### src/rtl/formula_sum_isqrt_n_fsm.sv
// formula_sum_isqrt_n_fsm
//   Computes res = sum of isqrt(arg[i]) over NUM_ARGS unsigned arguments by
//   driving a pool of NUM_ISQRT external isqrt units. Arguments are issued in
//   batches of up to NUM_ISQRT; the lane results are accumulated as they return.
//
// Ports
//   clk, rst      clock, synchronous active-high reset
//   arg_vld/rdy   argument handshake; args packed as arg[i] = args[i*ARG_W +: ARG_W]
//   res_vld, res  one-cycle result pulse, res holds until the next result
//   isqrt_x_vld   per-lane request pulse, isqrt_x per-lane operand
//   isqrt_y_vld   per-lane result valid, isqrt_y per-lane result (ARG_W/2 each)
//
// Build option
//   FORMULA_SUM_SAT_EN  defined: accumulator saturates at 2**RES_W-1
//                       undefined: accumulator wraps modulo 2**RES_W
//
// state | meaning
// IDLE  | ready for a new argument vector
// ISSUE | drive one batch of operands onto the isqrt lanes (one cycle)
// WAIT  | collect lane results of the current batch
// DONE  | publish the accumulator (one cycle)

module formula_sum_isqrt_n_fsm #(
  parameter int NUM_ARGS  = 3,
  parameter int NUM_ISQRT = 2,
  parameter int ARG_W     = 32,
  parameter int RES_W     = 32
) (
  input  logic                           clk,
  input  logic                           rst,
  input  logic                           arg_vld,
  output logic                           arg_rdy,
  input  logic [NUM_ARGS*ARG_W-1:0]      args,
  output logic                           res_vld,
  output logic [RES_W-1:0]               res,
  output logic [NUM_ISQRT-1:0]           isqrt_x_vld,
  output logic [NUM_ISQRT*ARG_W-1:0]     isqrt_x,
  input  logic [NUM_ISQRT-1:0]           isqrt_y_vld,
  input  logic [NUM_ISQRT*(ARG_W/2)-1:0] isqrt_y
);

  localparam int Y_W   = ARG_W / 2;
  // idx can step one batch past NUM_ARGS before the final compare
  localparam int IDX_W = $clog2(NUM_ARGS + NUM_ISQRT + 1);

  typedef enum logic [1:0] {S_IDLE, S_ISSUE, S_WAIT, S_DONE} state_t;

  state_t                      state_q, state_d;
  logic [NUM_ARGS*ARG_W-1:0]   args_q, args_d;
  logic [RES_W-1:0]            acc_q, acc_d;
  logic [IDX_W-1:0]            idx_q, idx_d;
  logic [NUM_ISQRT-1:0]        pend_q, pend_d;
  logic [RES_W-1:0]            res_q, res_d;
  logic                        res_vld_q, res_vld_d;

  logic [NUM_ISQRT-1:0]        lane_act;
  logic [RES_W-1:0]            acc_sum;

  always_ff @(posedge clk) begin
    if (rst) begin
      state_q   <= S_IDLE;
      args_q    <= '0;
      acc_q     <= '0;
      idx_q     <= '0;
      pend_q    <= '0;
      res_q     <= '0;
      res_vld_q <= 1'b0;
    end else begin
      state_q   <= state_d;
      args_q    <= args_d;
      acc_q     <= acc_d;
      idx_q     <= idx_d;
      pend_q    <= pend_d;
      res_q     <= res_d;
      res_vld_q <= res_vld_d;
    end
  end

  // Sum of every returning pending lane this cycle, applied one at a time so
  // saturation stays sticky across simultaneous returns.
  always_comb begin
    acc_sum = acc_q;
    for (int j = 0; j < NUM_ISQRT; j++) begin
      if (isqrt_y_vld[j] && pend_q[j]) begin
`ifdef FORMULA_SUM_SAT_EN
        logic [RES_W:0] sum_ext;
        sum_ext = {1'b0, acc_sum} + (RES_W+1)'(isqrt_y[j*Y_W +: Y_W]);
        acc_sum = sum_ext[RES_W] ? '1 : sum_ext[RES_W-1:0];
`else
        acc_sum = acc_sum + RES_W'(isqrt_y[j*Y_W +: Y_W]);
`endif
      end
    end
  end

  always_comb begin
    state_d   = state_q;
    args_d    = args_q;
    acc_d     = acc_q;
    idx_d     = idx_q;
    pend_d    = pend_q;
    res_d     = res_q;
    res_vld_d = 1'b0;
    case (state_q)
      S_IDLE: begin
        if (arg_vld) begin
          args_d  = args;
          acc_d   = '0;
          idx_d   = '0;
          state_d = S_ISSUE;
        end
      end
      S_ISSUE: begin
        pend_d  = lane_act;
        idx_d   = idx_q + IDX_W'(NUM_ISQRT);
        state_d = S_WAIT;
      end
      S_WAIT: begin
        acc_d  = acc_sum;
        pend_d = pend_q & ~isqrt_y_vld;
        if (pend_d == '0) begin
          state_d = (int'(idx_q) < NUM_ARGS) ? S_ISSUE : S_DONE;
        end
      end
      S_DONE: begin
        res_d     = acc_q;
        res_vld_d = 1'b1;
        state_d   = S_IDLE;
      end
      default: state_d = S_IDLE;
    endcase
  end

  // Lane j carries arg[idx+j]; lanes past the last argument stay idle.
  always_comb begin
    arg_rdy  = (state_q == S_IDLE);
    res_vld  = res_vld_q;
    res      = res_q;
    lane_act = '0;
    isqrt_x  = '0;
    if (state_q == S_ISSUE) begin
      for (int j = 0; j < NUM_ISQRT; j++) begin
        for (int i = 0; i < NUM_ARGS; i++) begin
          if (int'(idx_q) + j == i) begin
            lane_act[j]                 = 1'b1;
            isqrt_x[j*ARG_W +: ARG_W]   = args_q[i*ARG_W +: ARG_W];
          end
        end
      end
    end
    isqrt_x_vld = lane_act;
  end

endmodule

### config.mk
export PLATFORM = sky130hd
export DESIGN_NAME = formula_sum_isqrt_n_fsm
export DESIGN_NICKNAME = d
export VERILOG_FILES = /design/src/rtl/formula_sum_isqrt_n_fsm.sv
export SDC_FILE = /design/constraint.sdc
export NUM_CORES = 1
export LEC_CHECK = 0
export BUFFER_PORTS_ARGS = -buffer_cell sky130_fd_sc_hd__buf_4
export CAP_MARGIN = 20
export CORE_MARGIN = 2
export CORE_UTILIZATION = 58
export CTS_BUF_LIST = sky130_fd_sc_hd__clkbuf_16
export CTS_CLUSTER_SIZE = 14
export DETAILED_ROUTE_END_ITERATION = 8
export PLACE_DENSITY = 0.86
export SLEW_MARGIN = 20
export SYNTH_ARGS = -nofsm -noshare
export SYNTH_HDL_FRONTEND = slang
export SYNTH_SLANG_ARGS = --single-unit
### constraint.sdc
create_clock -name clk -period 8.41 [get_ports clk]
set_clock_uncertainty 0.15 [all_clocks]
set_input_delay 0.4205 -clock clk [delete_from_list [all_inputs] [get_ports clk]]
set_output_delay 0.4205 -clock clk [all_outputs]
set_load 0.05 [all_outputs]
==> Yosys cells after proc, flatten, opt, wreduce, memory -nomap -nowiden <==
Index checks and enable logic that the tools add are counted.
{ "word_totals": {"mem_count": 0, "word_cells": 62, "out_inout_bits": 100, "input_bits": 133, "reg_bits": 168, "mem_bits_ro": 0, "ramBits": 0, "latch_bits": 0} }
{ "op_classes": {"n_reduce_logical": 13, "add_sub_neg": 4, "magnitude_cmp": 1, "shifts": 0, "div_mod_pow": 0, "bitwise": 2, "mux": 26, "n_eq_ne": 9, "mul": 0} }
{ "op_table": {"columns": ["cell", "n"], "rows": [
  ["$mux W32", 9],
  ["$add A32 B16 Y32", 2],
  ["$logic_not A32 Y1", 2],
  ["$mux W64", 1],
  ["$pmux W32 S2", 1],
  ["$eq A32 B2 Y1 const B", 1],
  ["$mux W2", 4],
  ["$pmux W2 S4", 1],
  ["$reduce_and A2 Y1", 4],
  ["$mux W1", 7],
  ["$pmux W3 S2", 1],
  ["$reduce_bool A2 Y1", 3],
  ["$add A3 B1 Y4 const B", 1],
  ["$eq A2 B2 Y1 const B", 2],
  ["$eq A4 B2 Y1 const B", 1],
  ["$logic_not A2 Y1", 2],
  ["$ne A2 B2 Y1 const B", 2],
  ["$pmux W2 S2", 1],
  ["$add A3 B2 Y3 const B", 1],
  ["$eq A3 B2 Y1 const B", 1],
  ["$eq A3 B3 Y1 const B", 1],
  ["$lt A3 B2 Y1 const B", 1],
  ["$mux W3", 1],
  ["$and A2 B2 Y2", 1],
  ["3 further kinds", 4]
]} }

==> Depth between registers and ports, before layout <==
{ "depth": {"depth_word": 7, "depth_mapped": 22, "depth_no_buf": 22} }

==> Worst setup path before layout <==
OpenSTA, ideal clock, no wires.
{ "synth_path": {"path_kind": "input port to flip-flop", "from": "input isqrt_y[0]", "to": "register acc_q[31]", "path_buffers": 0, "path_slack_ps": 3902, "required_ps": 8143, "cell_stages": 20, "setup_ps": 117, "arrival_ps": 4241, "path_cell_list": "ha_1 > inv_1 > fa_1 > nor2b_1 > o31ai_4 > a31oi_2 > a21oi_1 > o21ai_0 > a21oi_1 > xor2_1 > o21ai_0 > ha_1 > inv_1 > o41ai_1 > a31o_2 > a21oi_1 > nor4_4 > nand3_2 > or3_1 > a32o_1"} }
{ "synth_between": {"elab_chain_cells": 5} }
{ "synth_lines": {"columns": ["item", "line_no", "source"], "rows": [
  ["start, declared", "39", "input logic [NUM_ISQRT*(ARG_W/2)-1:0] isqrt_y"],
  ["$add A32 B16 Y32 *", "90", "acc_sum = acc_sum + RES_W'(isqrt_y[j*Y_W +: Y_W]);"],
  ["$mux W32 *", "84", "if (isqrt_y_vld[j] && pend_q[j]) begin"],
  ["$add A32 B16 Y32", "90", null],
  ["$mux W32 *", "84", null],
  ["$pmux W32 S2 *", "104", "case (state_q)"],
  ["end signal, assigned", "63", "acc_q <= '0;"],
  ["end signal, assigned", "71", "acc_q <= acc_d;"],
  ["end, declared", "50", "logic [RES_W-1:0] acc_q, acc_d;"]
]} }
Every way passes the cells marked *; elsewhere a longest branch is shown, timed or not.
A chain may end at the register's enable or synchronous reset.

==> Final worst setup path <==
{ "layout_path": {"from": "register acc_q[3]", "to": "register acc_q[26]"} }
{ "layout_between": {"elab_chain_cells": 5} }
{ "layout_lines": {"columns": ["item", "line_no"], "rows": [
  ["$add A32 B16 Y32", "90"],
  ["$mux W32 *", "84"],
  ["$add A32 B16 Y32", "90"],
  ["$mux W32 *", "84"],
  ["$pmux W32 S2 *", "104"]
]} }
Marks and branches as above.

==> results.cfg <==
[pwr]
power_mw = 2.05
swShare = 0.326
p_sw_uw = 668
seq_power_share = 0.423
ir_worst_vdd_uv = 150
power_leakage_nw = 4.99
pwr-share-clk = 0.350
internal_power_mw = 1.38
power_per_cell_area_nw_per_um2 = 176
combPwrFrac = 0.227

[sta]
slew_viol_final = 0
post-route-period-util = 0.613
hold_ws_ns = 0.0744
grt_setup_unrepaired = no
slew_headroom = 0.260
finalSetupViolCount = 0
worst_pin_slew_ns = 1.11
fmax_mhz = 194
setup-tns-final_ns = 0
period_needed_ns = 5.16
hold_violations = 0

[worst_setup_path]
path_class = flip-flop to flip-flop
cp_data_arrival_time_ns = 5.36
reg2reg_from = acc_q[3]
startpoint_type = flip-flop
path_cells = ha_1 > a21o_1 > a21oi_1 > nand2_1 > a21boi_0 > xor2_1 > o21ai_0 > ha_1 > nand3_1 > nor2_1 > o211ai_1 > a211oi_1 > a31oi_1 > nor4_1 > a31oi_1 > or3_1 > o21ai_0
cp_slowest_cell = nor4_1
cp_max_fo = 5
crit_path_start = acc_q[3]
end_kind = flip-flop
cp.required_ns = 8.61
cpPeakStageDelay_ns = 0.61

[synth]
synth_top_area_cell = dfxtp_1
synth_top_area_frac = 0.359
ys_top_cells_by_count = nand2_1 (260), dfxtp_1 (167), a21oi_1 (156)
syn_nets = 1378
synthCells = 1201
async_flop_share = 0
ys_top_cells_by_area = dfxtp_1 (36%), nand2_1 (10%), a21oi_1 (8.4%)
synth_edf_count = 0
syn_area_per_cell_um2 = 7.75
yosysMostFrequentCell = nand2_1
syn_area_um2 = 9310
synth_seq_area_share = 0.359
ys_warn_count = 0
ys.flop_type = dfxtp_1
synth_seq_cells = 167
ys_types = 71

[global_route]
grt_overflow = 0
grt_pass1_wl_mm = 41.5
first_global_vias = 8439
antenna_found_initial = 0
grt_max_degree = 98
grt_use_total = 0.305

[floorplanning]
ioPinCount = 233
die_w_um = 131
die-area_um2 = 17100
num_rows = 46
initial_core_util = 0.590
core_um2 = 15800
die_y_um = 131

[final_layout]
fin_util = 0.737
drive_above_1_share = 0.214
num_antenna_cells = 0
syn_to_final_growth_pct = 24.8
final_nets = 1559

[route]
drc_errors = 0
wire_per_inst_um = 16.6
vias = 9338
viasPerCell = 5.80
drtPass1Iterations = 5
finalWirelength_mm = 26.8
drt.antenna.violating_nets = 0
drt-initial-drc-count = 691

[clocking]
post_cts_resized = 0
cts_buffer_depth = 2
clock_tree.root_cell = clkbuf_16
insertion_delay_ns = 0.43
htreeDepth = 4
cts_buffers = 17
cts_tree = done
numClockSinks = 167
postCtsHoldBufs = 0
path_clk_slew_ns = 0.07
cts_setup_buffers = 0

[place]
gp_congestion = 1.01
dp_hpwl_mm = 18.8
portBuffers = 232

[run_status]
status = finished clean

[job]
max-cap-violations = 0

[worst_hold_path]
hold_class = input port to flip-flop
worstHoldStart = args[47]
-- flip-flops by register name, summed over array words and instances, names as in the netlist --
register and flops:
args_q 96, state_q 2, acc_q 32, pend_q 2, res 32, idx_q 2
res_vld 1
-- final cells by class --
class / count / area [um^2]
clock buffer: 17 / 425
sequential: 167 / 3340
timing repair buffer: 239 / 1790
tap: 216 / 270
clock inverter: 15 / 106
fill: 1238 / 4150
inverter: 26 / 97.6
multi-input combinational: 931 / 5590
-- per-layer routing --
layer / global-route usage / vias up / wire (um)
li1: - / 4545 / -
met1: 0.375 / 4334 / 10800
met2: 0.506 / 402 / 12800
met3: 0.0965 / 57 / 2530
met4: 0.110 / 0 / 712
met5: 0 / - / 0
-- logic make-up (layout without fill, tap and decap cells) --
logic type	after synthesis	count (layout)	share of synthesized area
compound gates	328	328	0.230
xor+xnor	36	36	0.0339
mux	38	38	0.0411
simple gates	485	485	0.233
flops	167	167	0.359
fa+ha+maj	44	44	0.0607
buf+inv	103	297	0.0422
-- cells in the final DEF, fill, tap and decap left out, types with 5 or more instances in the layout --
cell,n
nand2_1,259
and2_1,9
a31oi_1,8
buf_4,239
nor2_1,86
xor2_1,12
nand4_1,5
o21ai_0,47
mux2i_1,36
clkbuf_16,17
inv_1,28
a22o_1,34
nand2b_1,9
nor2b_1,12
ha_1,41
a2bb2oi_1,5
a21oi_1,156
dfxtp_1,167
o21bai_1,5
and3_1,39
nor3_1,15
or3_1,8
a22oi_1,5
xnor2_1,24
a21o_1,11
nand3_1,19
-- stage by stage --
| step | worst slack (ns) | cells | area [um^2] |
|---|---|---|---|
| floorplan | 3.90 | 1201 | 9310 |
| global placement | 3.41 | 1579 | 11100 |
| detailed placement | 3.19 | 1579 | 11100 |
| CTS | 3.34 | 1611 | 11600 |
| global route | 2.77 | 1611 | 11600 |
| finish | 3.25 | 1611 | 11600 |
-- path summary, 6_finish.rpt --
| kind | endpoint | slack [ns] | cells after the start |
|---|---|---|---|
| min reg2reg | args_q[56] | 0.30 | 2 |
| max reg2reg | acc_q[26] | 3.25 | 17 |
| min | args_q[47] | 0.07 | 3 |
| max | acc_q[26] | 3.25 | 17 |
-- critical path: cells and delay by family (launching register included) --
family,cells,cell delay (ns)
adders and majority gates,2,0.74
AOI/OAI and AO/OA,9,2.17
xor gates and xnor gates,1,0.20
DFF,1,0.41
and+or+nand+nor,5,1.39
-- power by group through the flow --
stage               registers [mW]  clock network [mW]  logic [mW]
finish                       0.866               0.717       0.464
global route                 0.872               0.750       0.505
CTS                          0.866               0.723       0.461
detailed placement           0.884                   0       0.459
global placement             0.881                   0       0.452
floorplan                    0.877                   0       0.318
(Power assumes the default switching activity.)
